### src/rtl/lzx_seq_pkg.sv
// Shared definitions for the lzx_194 sequencer: state encoding, 194 mode
// constants, and the prescaler width helper.
package lzx_seq_pkg;

    localparam logic [2:0] ST_IDLE = 3'd0;
    localparam logic [2:0] ST_LOAD = 3'd1;
    localparam logic [2:0] ST_SHR  = 3'd2;
    localparam logic [2:0] ST_SHL  = 3'd3;
    localparam logic [2:0] ST_FIN  = 3'd4;

    typedef enum logic [2:0] {
        IDLE = ST_IDLE,
        LOAD = ST_LOAD,
        SHR  = ST_SHR,
        SHL  = ST_SHL,
        FIN  = ST_FIN
    } seq_state_e;

    // 194 mode pins S[1:0]
    localparam logic [1:0] S_HOLD = 2'b00;
    localparam logic [1:0] S_SHR  = 2'b01;
    localparam logic [1:0] S_SHL  = 2'b10;
    localparam logic [1:0] S_LOAD = 2'b11;

    function automatic int pacer_width(input int div);
        return (div > 1) ? $clog2(div) : 1;
    endfunction

endpackage

### src/rtl/lzx_seq_pacer.sv
// Shift pacing prescaler: emits one tick every DIV running, unpaused clocks.
module lzx_seq_pacer
    import lzx_seq_pkg::*;
#(
    parameter int DIV = 4
) (
    input  logic CLK,
    input  logic MR,
    input  logic run,
    input  logic pause,
    input  logic clr,
    output logic tick
);

    localparam int PW = pacer_width(DIV);
    localparam logic [PW-1:0] LAST = PW'(DIV - 1);

    logic [PW-1:0] pre;

    // The count wraps to zero on every tick, so a phase change on the last
    // tick already starts the next phase from a cleared prescaler.
    assign tick = run && !pause && (pre == LAST);

    always_ff @(posedge CLK or negedge MR) begin
        if (!MR) begin
            pre <= '0;
        end else if (clr) begin
            pre <= '0;
        end else if (run && !pause) begin
            pre <= (pre == LAST) ? '0 : pre + PW'(1);
        end
    end

endmodule

### src/rtl/lzx_194_seq_ctrl.sv
// Sequencer driving an lzx_74HC194: load, paced right shifts, optional left bounce.
// Optional ring mode (DSR/DSL fed back from Q_FB) is enabled by LZX_SEQ_RING_EN.
module lzx_194_seq_ctrl
    import lzx_seq_pkg::*;
#(
    parameter int CNT_W = 4,
    parameter int DIV   = 4
) (
    input  logic             CLK,
    input  logic             MR,
    input  logic             START,
    input  logic             STOP,
    input  logic             PAUSE,
    input  logic             BOUNCE,
    input  logic             FILL,
    input  logic [3:0]       PATTERN,
    input  logic [CNT_W-1:0] STEPS,
    input  logic [3:0]       Q_FB,
    output logic [1:0]       S,
    output logic [3:0]       D,
    output logic             DSR,
    output logic             DSL,
    output logic             BUSY,
    output logic             DONE
);

    logic [2:0]       state;
    logic [CNT_W-1:0] steps_q;
    logic [CNT_W-1:0] step;
    logic             bounce_q;
    logic             shifting;
    logic             in_load;
    logic             tick;
    logic             last;

    assign shifting = (state == ST_SHR) || (state == ST_SHL);
    assign in_load  = (state == ST_LOAD);

    lzx_seq_pacer #(.DIV(DIV)) u_pacer (
        .CLK   (CLK),
        .MR    (MR),
        .run   (shifting),
        .pause (PAUSE),
        .clr   (in_load),
        .tick  (tick)
    );

    // steps_q is nonzero whenever a shift state is reached
    assign last = tick && ((step + CNT_W'(1)) == steps_q);

    // START is a request taken only in IDLE; DONE is a one-cycle pulse
    // decoded from the FIN state, never raised on a STOP abort.
    always_ff @(posedge CLK or negedge MR) begin
        if (!MR) begin
            state    <= ST_IDLE;
            S        <= S_HOLD;
            D        <= '0;
            steps_q  <= '0;
            step     <= '0;
            bounce_q <= 1'b0;
        end else begin
            S <= S_HOLD;
            if (STOP) begin
                state <= ST_IDLE;
            end else begin
                case (state)
                    ST_IDLE: begin
                        if (START) begin
                            steps_q  <= STEPS;
                            bounce_q <= BOUNCE;
                            D        <= PATTERN;
                            S        <= S_LOAD;
                            state    <= ST_LOAD;
                        end
                    end
                    ST_LOAD: begin
                        step  <= '0;
                        state <= (steps_q != '0) ? ST_SHR : ST_FIN;
                    end
                    ST_SHR: begin
                        if (tick) begin
                            S    <= S_SHR;
                            step <= (last && bounce_q) ? '0 : step + CNT_W'(1);
                            if (last) state <= bounce_q ? ST_SHL : ST_FIN;
                        end
                    end
                    ST_SHL: begin
                        if (tick) begin
                            S    <= S_SHL;
                            step <= step + CNT_W'(1);
                            if (last) state <= ST_FIN;
                        end
                    end
                    ST_FIN:  state <= ST_IDLE;
                    default: state <= ST_IDLE;
                endcase
            end
        end
    end

    assign BUSY = (state != ST_IDLE);
    assign DONE = (state == ST_FIN);

`ifdef LZX_SEQ_RING_EN
    logic unused_fill;
    assign unused_fill = FILL;
    assign DSR = Q_FB[0];
    assign DSL = Q_FB[3];
`else
    logic unused_q_fb;
    assign unused_q_fb = ^Q_FB;
    always_ff @(posedge CLK or negedge MR) begin
        if (!MR) begin
            DSR <= 1'b0;
            DSL <= 1'b0;
        end else begin
            DSR <= FILL;
            DSL <= FILL;
        end
    end
`endif

endmodule

### config.mk
export PLATFORM = sky130hd
export DESIGN_NAME = lzx_194_seq_ctrl
export DESIGN_NICKNAME = d
export VERILOG_FILES = /design/src/rtl/lzx_seq_pkg.sv /design/src/rtl/lzx_seq_pacer.sv /design/src/rtl/lzx_194_seq_ctrl.sv
export SDC_FILE = /design/constraint.sdc
export NUM_CORES = 1
export LEC_CHECK = 0
export CORE_ASPECT_RATIO = 0.5
export CORE_MARGIN = 3
export CORE_UTILIZATION = 30
export DETAILED_ROUTE_END_ITERATION = 7
export GPL_TIMING_DRIVEN = 0
export PLACE_DENSITY = 0.6
export SYNTH_ARGS = -nofsm -noshare
export SYNTH_HDL_FRONTEND = slang
export SYNTH_SLANG_ARGS = --single-unit
### constraint.sdc
create_clock -name CLK -period 2.45 [get_ports CLK]
set_input_delay 0.6125 -clock CLK [delete_from_list [all_inputs] [get_ports CLK]]
set_output_delay 0.6125 -clock CLK [all_outputs]
set_load 0.02 [all_outputs]
==> results of run 1 <==
## cells by family after synthesis
| kind of cell | Yosys count | share of synthesized area [%] |
|---|---|---|
| AND/OR/NAND/NOR | 33 | 16.8 |
| AO/OA/AOI/OAI | 21 | 11.9 |
| flip-flops | 21 | 49.4 |
| multiplexers | 10 | 10.9 |
| buffers and inverters | 7 | 3.65 |
| XOR/XNOR | 6 | 4.94 |
| adder cells (fa/ha/maj) | 2 | 2.35 |
## layer usage
layer,part of all wire (%),GRT usage (%),vias to the layer above
met4,0,4.56,0
met3,3.7,3.08,0
met5,0,0,-
li1,-,-,409
met2,49,16.3,14
met1,47,11.2,389
## power groups by stage
stage	clock [mW]	sequential, mW	combinational (mW)
floorplan	0	0.524	0.226
global placement	0	0.498	0.391
detailed placement	0	0.501	0.395
CTS	0.239	0.494	0.402
global route	0.253	0.510	0.432
finish	0.229	0.498	0.389
## state kept, by name, summed over array words and instances (netlist names)
signal	flops
D	4
DSL	1
state	3
steps_q	4
u_pacer.pre	2
bounce_q	1
step	4
S	2
## layout by cell type (no fill, tap or decap), types with 2 or more instances in the layout
cell type / instances
a21oi_1: 5
clkbuf_8: 3
clkdlybuf4s50_1: 24
dfrtp_1: 21
ha_1: 2
inv_1: 3
mux2_1: 3
mux2_2: 6
nand2_1: 9
nand3_1: 2
nor2_1: 6
nor2b_1: 2
nor3_1: 2
nor4_1: 2
o21ai_0: 2
o21ai_1: 7
o31ai_1: 2
xnor2_1: 5
## critical path: stages, from the launching register on
cell and delay [ps]:
dfrtp_1 500, nor2_4 210, and2_1 140, clkdlybuf4s50_1 590
## cells in the mapped netlist
master,instances
buf_6,1
a21oi_1,5
nor3b_1,1
nand2_1,9
xor2_1,1
and4bb_2,1
inv_1,3
or2_2,1
buf_2,1
o31ai_1,2
a21oi_2,1
o211ai_1,1
clkbuf_1,1
mux2_2,6
nand3_2,1
nor2b_1,2
xnor2_1,5
nor4_1,2
or2_0,1
or3_1,1
o311ai_1,1
dfrtp_1,21
mux2_4,1
o21ai_2,1
and2_1,1
nor2_1,7
nand4_2,1
o21ai_0,2
ha_1,2
o21ai_1,7
nand2b_1,1
nor3_1,2
a22oi_1,1
mux2_1,3
buf_4,1
nand3_1,2
## what timing repair did
item	4_1_cts	5_1_grt
endpoints found under the hold margin	0	0
gates cloned	0	0
hold buffers	0	0
gates resized for setup	2	0
endpoints found under the setup margin	1	2
## how the worst max path moves through the flow
stage                     startpoint  endpoint  slack (ps)  depth (start not counted)
after floorplan              step[0]  state[0]         800                          6
after global placement      state[0]      DONE         170                          4
after detailed placement    state[0]      DONE         170                          4
after CTS                   state[0]      DONE          30                          4
after global routing        state[0]      DONE          30                          3
final                       state[0]      DONE         130                          3
## per-stage QoR
step / setup WS, ps / area, um^2 / instances / power [mW] / util, %
after floorplan: 802 / 1060 / 100 / 0.749 / -
after global placement: 171 / 1360 / 172 / 0.889 / 42.8
after detailed placement: 171 / 1360 / 172 / 0.896 / 42.8
after CTS: 27.1 / 1420 / 176 / 1.13 / 44.4
after global routing: 33.8 / 1410 / 175 / 1.20 / 44.3
final: 133 / 1410 / 175 / 1.12 / 44.3
## layout make-up
type / count / area [um^2] / area share (%)
Tap cell: 48 / 60.1 / 4.25
Inverter: 3 / 11.3 / 0.797
Buffer: 3 / 23.8 / 1.68
Sequential cell: 21 / 526 / 37.2
Clock buffer: 4 / 45.0 / 3.19
Multi-Input combinational cell: 72 / 507 / 35.9
Timing Repair Buffer: 24 / 240 / 17.0
==> impl_metrics.json, run 1 <==
{
  "first_global_vias": 717,
  "area_delta_synth_final_pct": 32.8,
  "final_nets": 149,
  "yosys.area.top_type": "dfrtp_1",
  "holdCritStartpoint": "D[2]",
  "yosysWarnings": 0,
  "hp-class": "reg2reg",
  "min_period_over_period_pct": 94.6,
  "ys_ff_latch": 21,
  "grt_max_degree": 22,
  "postSynthCellCount": 100,
  "io_pins": 29,
  "critPathKind": "reg2out",
  "cts_setup_buffers": 0,
  "root_buffer": "clkbuf_8",
  "max-cap-violations": 0,
  "powerDensity_mw_per_mm2": 790,
  "cts_tree": "yes",
  "r2r-start": "step[0]",
  "avgRoutedWirePerCell_um": 11.3,
  "internal_power_mw": 0.751,
  "rows": 14,
  "ys_seq_area_share_pct": 49.4,
  "wirelength_um": 1990,
  "power.switching_mw": 0.365,
  "ant_nets": 0,
  "first_pass_iters": 4,
  "fin_skew_ps": 4.60,
  "dieWidth_um": 90.2,
  "clk_pin_slew_worst_paths_ps": 80,
  "min_to": "D[2]",
  "worstMarginPinSlew_ps": 956,
  "max_freq_mhz": 432,
  "syn_nets": 121,
  "core_region_area_mm2": 0.00319,
  "drive_gt1_share_pct": 15.7,
  "die_area_mm2": 0.00434,
  "min_period_ps": 2320,
  "swShare_pct": 32.7,
  "via_per_inst": 4.64,
  "start_util_pct": 33.4,
  "grt_pass1_wl_um": 3120,
  "cts_max_path_buffers": 2,
  "n_fill_cell": 314,
  "cts_sinks": 21,
  "p_leak_nw": 0.573,
  "rsz0062_at_grt": "false",
  "hold_viol_final": 0,
  "slew_headroom_pct": 36.1,
  "synth_area_per_cell_um2": 10.6,
  "numCtsBuffers": 3,
  "h-tree-depth": 1,
  "drt_iter0_markers": 27,
  "port_buffers": 24,
  "synth_top_area_share_pct": 49.4,
  "r2r-end": "step[3]",
  "required_ps": 1840,
  "synth_cell_type_count": 36,
  "holdPathStages": 1,
  "status": "completed",
  "synthTopCellsByArea": "dfrtp_1, mux2_2, xnor2_1",
  "antenna_found_initial": 0,
  "netlist_area_mm2": 0.00106,
  "p_seq_share_pct": 44.6,
  "die_h_um": 48.1,
  "start_kind": "flip-flop",
  "fin_setup_tns_ps": 0,
  "grt_overflow": 0,
  "drt_drc_violations_left": 0,
  "r2r_cells": 6,
  "grt_use_total_pct": 9.37,
  "peakVddDrop_mv": 0.209,
  "slew_viol_final": 0,
  "vias": 812,
  "cp_max_fo": 10,
  "gp_congestion": 0.801,
  "end_kind": "output pin",
  "n_antenna_cell": 0,
  "crit_arrival_ps": 1700,
  "p_comb_share_pct": 34.8,
  "whs_ps": 499,
  "rrSetupSlack_ps": 620,
  "clock_latency_ps": 260,
  "clkPwrFrac_pct": 20.5,
  "setup_viol": 0,
  "place_hpwl_um": 1490
}
Note: power is estimated with default switching activity, not from simulation.
==> inputs of run 2 (changes only) <==
CAP_MARGIN = 20   (was unset)
==> results of run 2 <==
No change in the layout: final DEF, timing and power equal those of run 1.
==> inputs of run 3 (changes only) <==
CORE_UTILIZATION = 39   (was 30)
CTS_CLUSTER_SIZE = 8   (was unset)
PLACE_DENSITY = 0.73   (was 0.6)
SLEW_MARGIN = 10   (was unset)
==> run 3 against run 2 <==
  * Clock-buffer cell count unchanged
  * Clock power is essentially flat
  * Die area fell by 21%
  * Highest routed layer unchanged
  * Final area increased by 0.80%
  * Sequential cell count unchanged
  * Setup slack worse by 11 ps
  * Clock skew down 1.9 ps
  * Core utilization up 15 points
==> impl_metrics.json, run 3 (synthesis results as in run 1) <==
{
  "status": "completed",
  "r2r-end": "step[2]",
  "grt_max_degree": 22,
  "dpl_cell_area_mm2": 0.00135,
  "gp_congestion": 0.767,
  "utilization_pct": 59.3,
  "drt_drc_violations_left": 0,
  "holdPathStages": 1,
  "avgRoutedWirePerCell_um": 12.3,
  "slew_headroom_pct": 71.0,
  "powerDensity_mw_per_mm2": 790,
  "cp_max_fo": 10,
  "h-tree-depth": 1,
  "clock_latency_ps": 260,
  "ant_nets": 0,
  "io_pins": 29,
  "start_kind": "flip-flop",
  "via_per_inst": 5.02,
  "core_region_area_mm2": 0.00240,
  "wirelength_um": 2010,
  "min_period_over_period_pct": 95.0,
  "rsz0062_at_grt": "false",
  "place_hpwl_um": 1460,
  "first_pass_iters": 4,
  "hold_viol_final": 0,
  "required_ps": 1840,
  "critPathKind": "reg2out",
  "top_regs": "D (4), step (4), steps_q (4)",
  "numCtsBuffers": 3,
  "port_buffers": 24,
  "crit_arrival_ps": 1720,
  "drive_gt1_share_pct": 16.4,
  "hp-class": "reg2reg",
  "final_common_cell": "clkdlybuf4s50_1",
  "max-cap-violations": 0,
  "end_kind": "output pin",
  "start_util_pct": 44.3,
  "final_nets": 150,
  "fin_setup_tns_ps": 0,
  "r2r_cells": 6,
  "grt_pass1_wl_um": 3560,
  "worstMarginPinSlew_ps": 431,
  "antenna_found_initial": 0,
  "first_global_vias": 777,
  "die_area_mm2": 0.00343,
  "peakVddDrop_mv": 0.415,
  "area_delta_synth_final_pct": 33.9,
  "setup_viol": 0,
  "rrSetupSlack_ps": 590,
  "root_buffer": "clkbuf_8",
  "cts_sinks": 21,
  "die_h_um": 42.9,
  "slew_viol_final": 0,
  "grt_overflow": 0,
  "dieWidth_um": 79.9,
  "cts_tree": "yes",
  "r2r-start": "step[0]",
  "n_antenna_cell": 0,
  "layout_common_cells": "clkdlybuf4s50_1, dfrtp_1, nand2_1, o21ai_1",
  "fin_area_mm2": 0.00142,
  "whs_ps": 497,
  "power_mw": 1.13,
  "holdCritStartpoint": "D[2]",
  "p_leak_nw": 0.586,
  "rows": 12,
  "clk_pin_slew_worst_paths_ps": 70,
  "grt_use_total_pct": 13.6,
  "drt_iter0_markers": 49,
  "min_period_ps": 2330,
  "n_fill_cell": 213,
  "fin_skew_ps": 2.72,
  "max_freq_mhz": 430,
  "vias": 818,
  "cts_max_path_buffers": 2,
  "min_to": "D[2]"
}
-- run 3: cell count changes in the layout (fill, tap and decap cells not counted) --
cell / delta
buf_16: +1
-- run 3: critical path, stage by stage (launching register included) --
cell             delay, ps
dfrtp_1                510
nor2_4                 210
and2_1                 140
clkdlybuf4s50_1        600
-- run 3: worst max-delay path by stage --
stage / startpoint / to / cells after the start
2_1_floorplan: step[0] / state[0] / 6
3_3_place_gp: state[0] / DONE / 4
3_5_place_dp: PAUSE / step[2] / 5
4_1_cts: state[0] / DONE / 4
5_1_grt: state[0] / DONE / 3
6_report: state[0] / DONE / 3
-- run 3: routing by layer --
metal	GRT usage (%)	vias to the layer above	part of all wire, %
met2	21.6	16	46
li1	-	407	-
met3	4.66	0	3.7
met5	0	-	0
met1	17.6	395	50
met4	4.04	0	0
-- run 3: layout make-up --
| class | count | area, um^2 | share of cell area [%] |
|---|---|---|---|
| Inverter | 3 | 11.3 | 0.791 |
| Multi-Input combinational cell | 72 | 507 | 35.6 |
| Clock buffer | 4 | 45.0 | 3.16 |
| Buffer | 3 | 23.8 | 1.67 |
| Tap cell | 35 | 43.8 | 3.08 |
| Sequential cell | 21 | 526 | 36.9 |
| Timing Repair Buffer | 25 | 268 | 18.8 |
-- run 3: timing repair --
item	CTS	global route
endpoints found under the setup margin	1	2
setup buffers	0	0
gates cloned	0	0
resized for setup	2	0
hold buffers	0	0
pin swaps	0	0
-- run 3: power breakdown --
part	internal, mW	switching (mW)
clock	0.116	0.111
sequential	0.431	0.0701
combinational	0.210	0.188
-- run 3: per-stage QoR --
stage	cells	setup slack, ps
3_5_place_dp	159	171
4_1_cts	163	38.0
3_3_place_gp	159	199
5_1_grt	163	59.9
2_1_floorplan	100	802
6_report	163	122
==> RTL edit 1 (config.mk and constraints of run 3) <==
`CNT_W`: 4 -> 3.
--- a/src/rtl/lzx_194_seq_ctrl.sv
+++ b/src/rtl/lzx_194_seq_ctrl.sv
@@ -5,3 +5,3 @@
 #(
-    parameter int CNT_W = 4,
+    parameter int CNT_W = 3,
     parameter int DIV   = 4
Interface: changed (resized STEPS); port bits go from 29 to 28. The function was not compared with the original's and may differ.
==> RTL edit 1 against run 3 <==
Total power rose by 23%. Critical endpoint is now state[0]. Cell area fell by 10%. Synthesized area shrank 10%. Setup slack gained 250 ps. Wire length decreased by 5.2%. Fmax is 12% higher. Core utilization grew 2.2 points. Via count shrank 8.7%. Clock power is 3% lower. Sequential cell count decreased by 2.
==> RTL edit 1: results (changes against run 3) <==
\begin{tabular}{lr}
\hline
Metric & Value \\
\hline
\multicolumn{2}{l}{\textbf{Placement}} \\
Half-perimeter wire length after placement & 1.44 mm (-0.79\%) \\
IO buf count & 23 (-4.2\%) \\
Final weighted congestion in routability-driven placement & 0.846 (+10\%) \\
\multicolumn{2}{l}{\textbf{Finish}} \\
Filler Cell Count & 165 (-23\%) \\
Share of post-route cells with drive strength above 1 & 17.0\% (+0.56 points) \\
Net count, final & 133 (-11\%) \\
\multicolumn{2}{l}{\textbf{Logic synthesis}} \\
Synthesized netlist net count & 106 (-12\%) \\
Post-synthesis share of cell area spent on xor and xnor gates & 4.18\% (-0.76 points) \\
Synthesized-area fraction occupied by ao, oa, aoi and oai cells & 11.4\% (-0.51 points) \\
Portion of the post-synthesis area used by sequential elements & 49.7\% (+0.26 points) \\
Multiplexer share of the synthesized area & 11.0\% (+0.039 points) \\
Unique cell type count in the Yosys netlist & 35 (-2.8\%) \\
Ranking of synthesized cells by area & dfrtp\_1 50\%, mux2\_2 9.4\%, o21ai\_0 3.1\%, ha\_1 2.6\%, nor2\_1 2.4\% \\
Commonest cells in the synthesized netlist & 19 x dfrtp\_1, 8 x mux2\_2, 6 x nor2\_1, 6 x o21ai\_0 \\
\multicolumn{2}{l}{\textbf{Global route}} \\
Met2 Use GR & 23.9\% (+2.3 points) \\
Vias in the first global route & 677 (-13\%) \\
Met1 Track Usage GR & 16.4\% (-1.2 points) \\
Combined global-route utilization of all metal layers & 13.7\% (+0.13 points) \\
First-pass GRT wire length & 3.13 mm (-12\%) \\
\multicolumn{2}{l}{\textbf{Detailed routing}} \\
Detailed-route via count & 747 (-8.7\%) \\
Final routed wire length divided by cell count & 13.2 µm (+7.3\%) \\
Met2 Wirelength & 837 µm (-10\%) \\
DRT iter0 DRCs & 46 (-6.1\%) \\
Highest routing layer actually used & met4 \\
\multicolumn{2}{l}{\textbf{Status}} \\
Outcome & completed \\
\multicolumn{2}{l}{\textbf{STA}} \\
Slew @ Worst Pin & 843 ps (+412 ps) \\
Worst clock skew & 2.33 ps (-0.383 ps) \\
\multicolumn{2}{l}{\textbf{Critical path}} \\
Crit Path Max Fanout & 7 (-3) \\
Delay of the slowest cell on the worst path & 500 ps (-100 ps) \\
\multicolumn{2}{l}{\textbf{Clocking}} \\
Post-cts gate resize count & 1 (-1) \\
\multicolumn{2}{l}{\textbf{Power and ir drop}} \\
Maximum VDD drop & 469 µV (+13\%) \\
LEAKAGE & 0.570 nW (-2.6\%) \\
\hline
\end{tabular}
==> RTL edit 1: area by class of cell <==
cell class	count	share of cell area, %
plain buffers	3	1.27
clock buffers	3	3.23
clock inverters	1	0.392
inverters	2	0.588
multi-input cells	61	35.7
flip-flops and latches	19	37.2
well taps	32	3.13
repair buffers	23	18.4
==> RTL edit 1: per-stage QoR <==
| stage | utilization (%) | cells | area, µm² |
|---|---|---|---|
| floorplan | - | 86 | 957 |
| global placement | 59.1 | 141 | 1230 |
| detailed placement | 59.1 | 141 | 1230 |
| CTS | 61.4 | 145 | 1280 |
| global route | 61.5 | 144 | 1280 |
| finish | 61.5 | 144 | 1280 |
==> RTL edit 1: kinds of logic (layout without fill, tap and decap cells) <==
family          count (synthesis)  count (layout)
mux                             9               9
compound gates                 18              18
xor+xnor                        3               3
fa+ha+maj                       2               2
flops                          19              19
buf+inv                         6              32
simple gates                   29              29
==> RTL edit 1: path summary, 6_finish.rpt <==
kind,startpoint,end,slack (ps),cells after the start
worst min register to register,D[0],D[0],510,1
worst min-delay path,D[0],D[0],510,1
worst max-delay path,PAUSE,state[0],370,5
max in group asynchronous,MR,D[2],1100,1
min in group asynchronous,MR,step[0],840,1
worst max register to register,u_pacer.pre[0],state[0],620,5
==> RTL edit 1: power breakdown <==
part | switching [W] | internal [W] | total (W)
sequential | 0.0000934 | 0.000428 | 0.000521
clock | 0.000106 | 0.000113 | 0.000220
combinational | 0.000305 | 0.000341 | 0.000645
total | 0.000504 | 0.000882 | 0.00139
==> RTL edit 1: worst max-delay path: cells and delay by family <==
family / cells / cell delay, ps
simple gates: 3 / 820
mux: 1 / 300
buf+inv: 1 / 500
==> RTL edit 2 (settings of run 3) <==
Made on the original files. Register the outputs `BUSY` and `DONE`, without a reset; this adds one clock of latency there. The other outputs are not delayed to match. Comments in the files are not updated.
--- a/src/rtl/lzx_194_seq_ctrl.sv
+++ b/src/rtl/lzx_194_seq_ctrl.sv
@@ -100,4 +100,6 @@
 
-    assign BUSY = (state != ST_IDLE);
-    assign DONE = (state == ST_FIN);
+    always_ff @(posedge CLK) begin
+        BUSY <= (state != ST_IDLE);
+        DONE <= (state == ST_FIN);
+    end
 
Formal check against the unedited RTL: not equivalent (Yosys sat finds a counterexample within 4 cycles, from zero or initial values).
==> RTL edit 2 against run 3 <==
Synthesized area increased by 3.5%. Fmax rose by 16%. Sequential cell count increased by 2. Cell area increased by 0.53%. Setup slack better by 330 ps. Core utilization is 0.42 points lower. Global-route usage grew 0.52 points. Die area rose by 3.1%. Wire length grew 0.94%. Total power grew 3.0%.
==> RTL edit 2: results (changes against run 3) <==
\begin{tabular}{lr}
\hline
Metric & Value \\
\hline
\multicolumn{2}{l}{\textbf{Status}} \\
Outcome & completed \\
\multicolumn{2}{l}{\textbf{Placement}} \\
Instance count after placement with tap cells included & 161 (+1.3\%) \\
Area after detailed placement & 0.00139 mm² (+2.8\%) \\
Final weighted congestion in routability-driven placement & 0.772 (+0.63\%) \\
Half-perimeter wire length after placement & 1.58 mm (+8.6\%) \\
Worst slack at placement & 168 ps (-2.23 ps) \\
\multicolumn{2}{l}{\textbf{Logic synthesis}} \\
Gate count after technology mapping & 102 (+2.0\%) \\
Commonest cells in the synthesized netlist & 21 x dfrtp\_1, 9 x mux2\_2, 9 x nand2\_1 \\
Post-synthesis share of cell area spent on xor and xnor gates & 4.77\% (-0.17 points) \\
Unique cell type count in the Yosys netlist & 35 (-2.8\%) \\
Synthesized-area fraction occupied by ao, oa, aoi and oai cells & 11.5\% (-0.41 points) \\
Ranking of synthesized cells by area & dfrtp\_1 48\%, mux2\_2 9.2\%, xnor2\_1 4.0\%, dfxtp\_1 3.6\%, nand2\_1 3.1\% \\
Fraction of the mapped netlist area in adder cells & 2.27\% (-0.080 points) \\
Synth async-reset ratio & 91.3\% (-8.7 points) \\
Multiplexer share of the synthesized area & 10.6\% (-0.37 points) \\
Synthesized netlist net count & 123 (+1.7\%) \\
Portion of the post-synthesis area used by sequential elements & 51.4\% (+2.0 points) \\
\multicolumn{2}{l}{\textbf{Critical path}} \\
Arrival time of the worst setup path & 2130 ps (+410 ps) \\
R2r endpoint & step[0] \\
Crit Path Max Fanout & 5 (-5) \\
\multicolumn{2}{l}{\textbf{Detailed routing}} \\
Met1 wire length & 986 µm (-1.6\%) \\
DRT iter0 DRCs & 36 (-27\%) \\
Met2 Wirelength & 936 µm (+0.21\%) \\
Per-cell via count in the routed design & 4.94 (-1.6\%) \\
Routed met3 length & 82 µm (+11\%) \\
Final routed wire length divided by cell count & 12.3 µm (-0.28\%) \\
\multicolumn{2}{l}{\textbf{STA}} \\
Worst clock skew & 9.77 ps (+7.05 ps) \\
Slew @ Worst Pin & 932 ps (+501 ps) \\
\multicolumn{2}{l}{\textbf{Global route}} \\
First-pass GRT wire length & 3.81 mm (+7.0\%) \\
Vias in the first global route & 842 (+8.4\%) \\
Combined global-route utilization of all metal layers & 14.1\% (+0.52 points) \\
\multicolumn{2}{l}{\textbf{Clocking}} \\
Clock transition at the registers of the reported paths & 90 ps (+20 ps) \\
Post-cts gate resize count & 0 (-2) \\
\multicolumn{2}{l}{\textbf{Worst hold path}} \\
Terminating pin of the worst hold path & D[3] \\
Worst Hold Launch & D[3] \\
\multicolumn{2}{l}{\textbf{Power and ir drop}} \\
Switching Share & 32.0\% (-0.75 points) \\
Flip-flop and latch power & 0.000532 W (+6.2\%) \\
LEAKAGE & 0.591 nW (+0.91\%) \\
\multicolumn{2}{l}{\textbf{Finish}} \\
Share of post-route cells with drive strength above 1 & 17.7\% (+1.3 points) \\
Number of cells in the finished layout apart from fillers & 165 (+1.2\%) \\
Net count, final & 152 (+1.3\%) \\
\hline
\end{tabular}
-- RTL edit 2: cell type report --
| cell class | count | area [µm²] | share of cell area, % |
|---|---|---|---|
| repair buffers | 24 | 240 | 16.8 |
| inverters | 3 | 11.3 | 0.787 |
| plain buffers | 4 | 21.3 | 1.49 |
| well taps | 35 | 43.8 | 3.06 |
| clock buffers | 3 | 41.3 | 2.88 |
| clock inverters | 1 | 5.00 | 0.350 |
| flip-flops and latches | 23 | 566 | 39.5 |
| multi-input cells | 72 | 503 | 35.1 |
-- RTL edit 2: layer usage --
metal / GRT usage [%] / vias to the layer above
met1: 18.0 / 389
met4: 4.04 / 0
li1: - / 411
met2: 23.2 / 13
met5: 0 / -
met3: 4.56 / 2
-- RTL edit 2: how the worst max path moves through the flow --
stage,to,slack (ps),cells after the start
6_report,step[0],450,5
5_1_grt,step[3],360,5
4_1_cts,step[0],450,5
3_5_place_dp,step[2],170,5
3_3_place_gp,step[2],220,5
2_1_floorplan,state[0],800,6
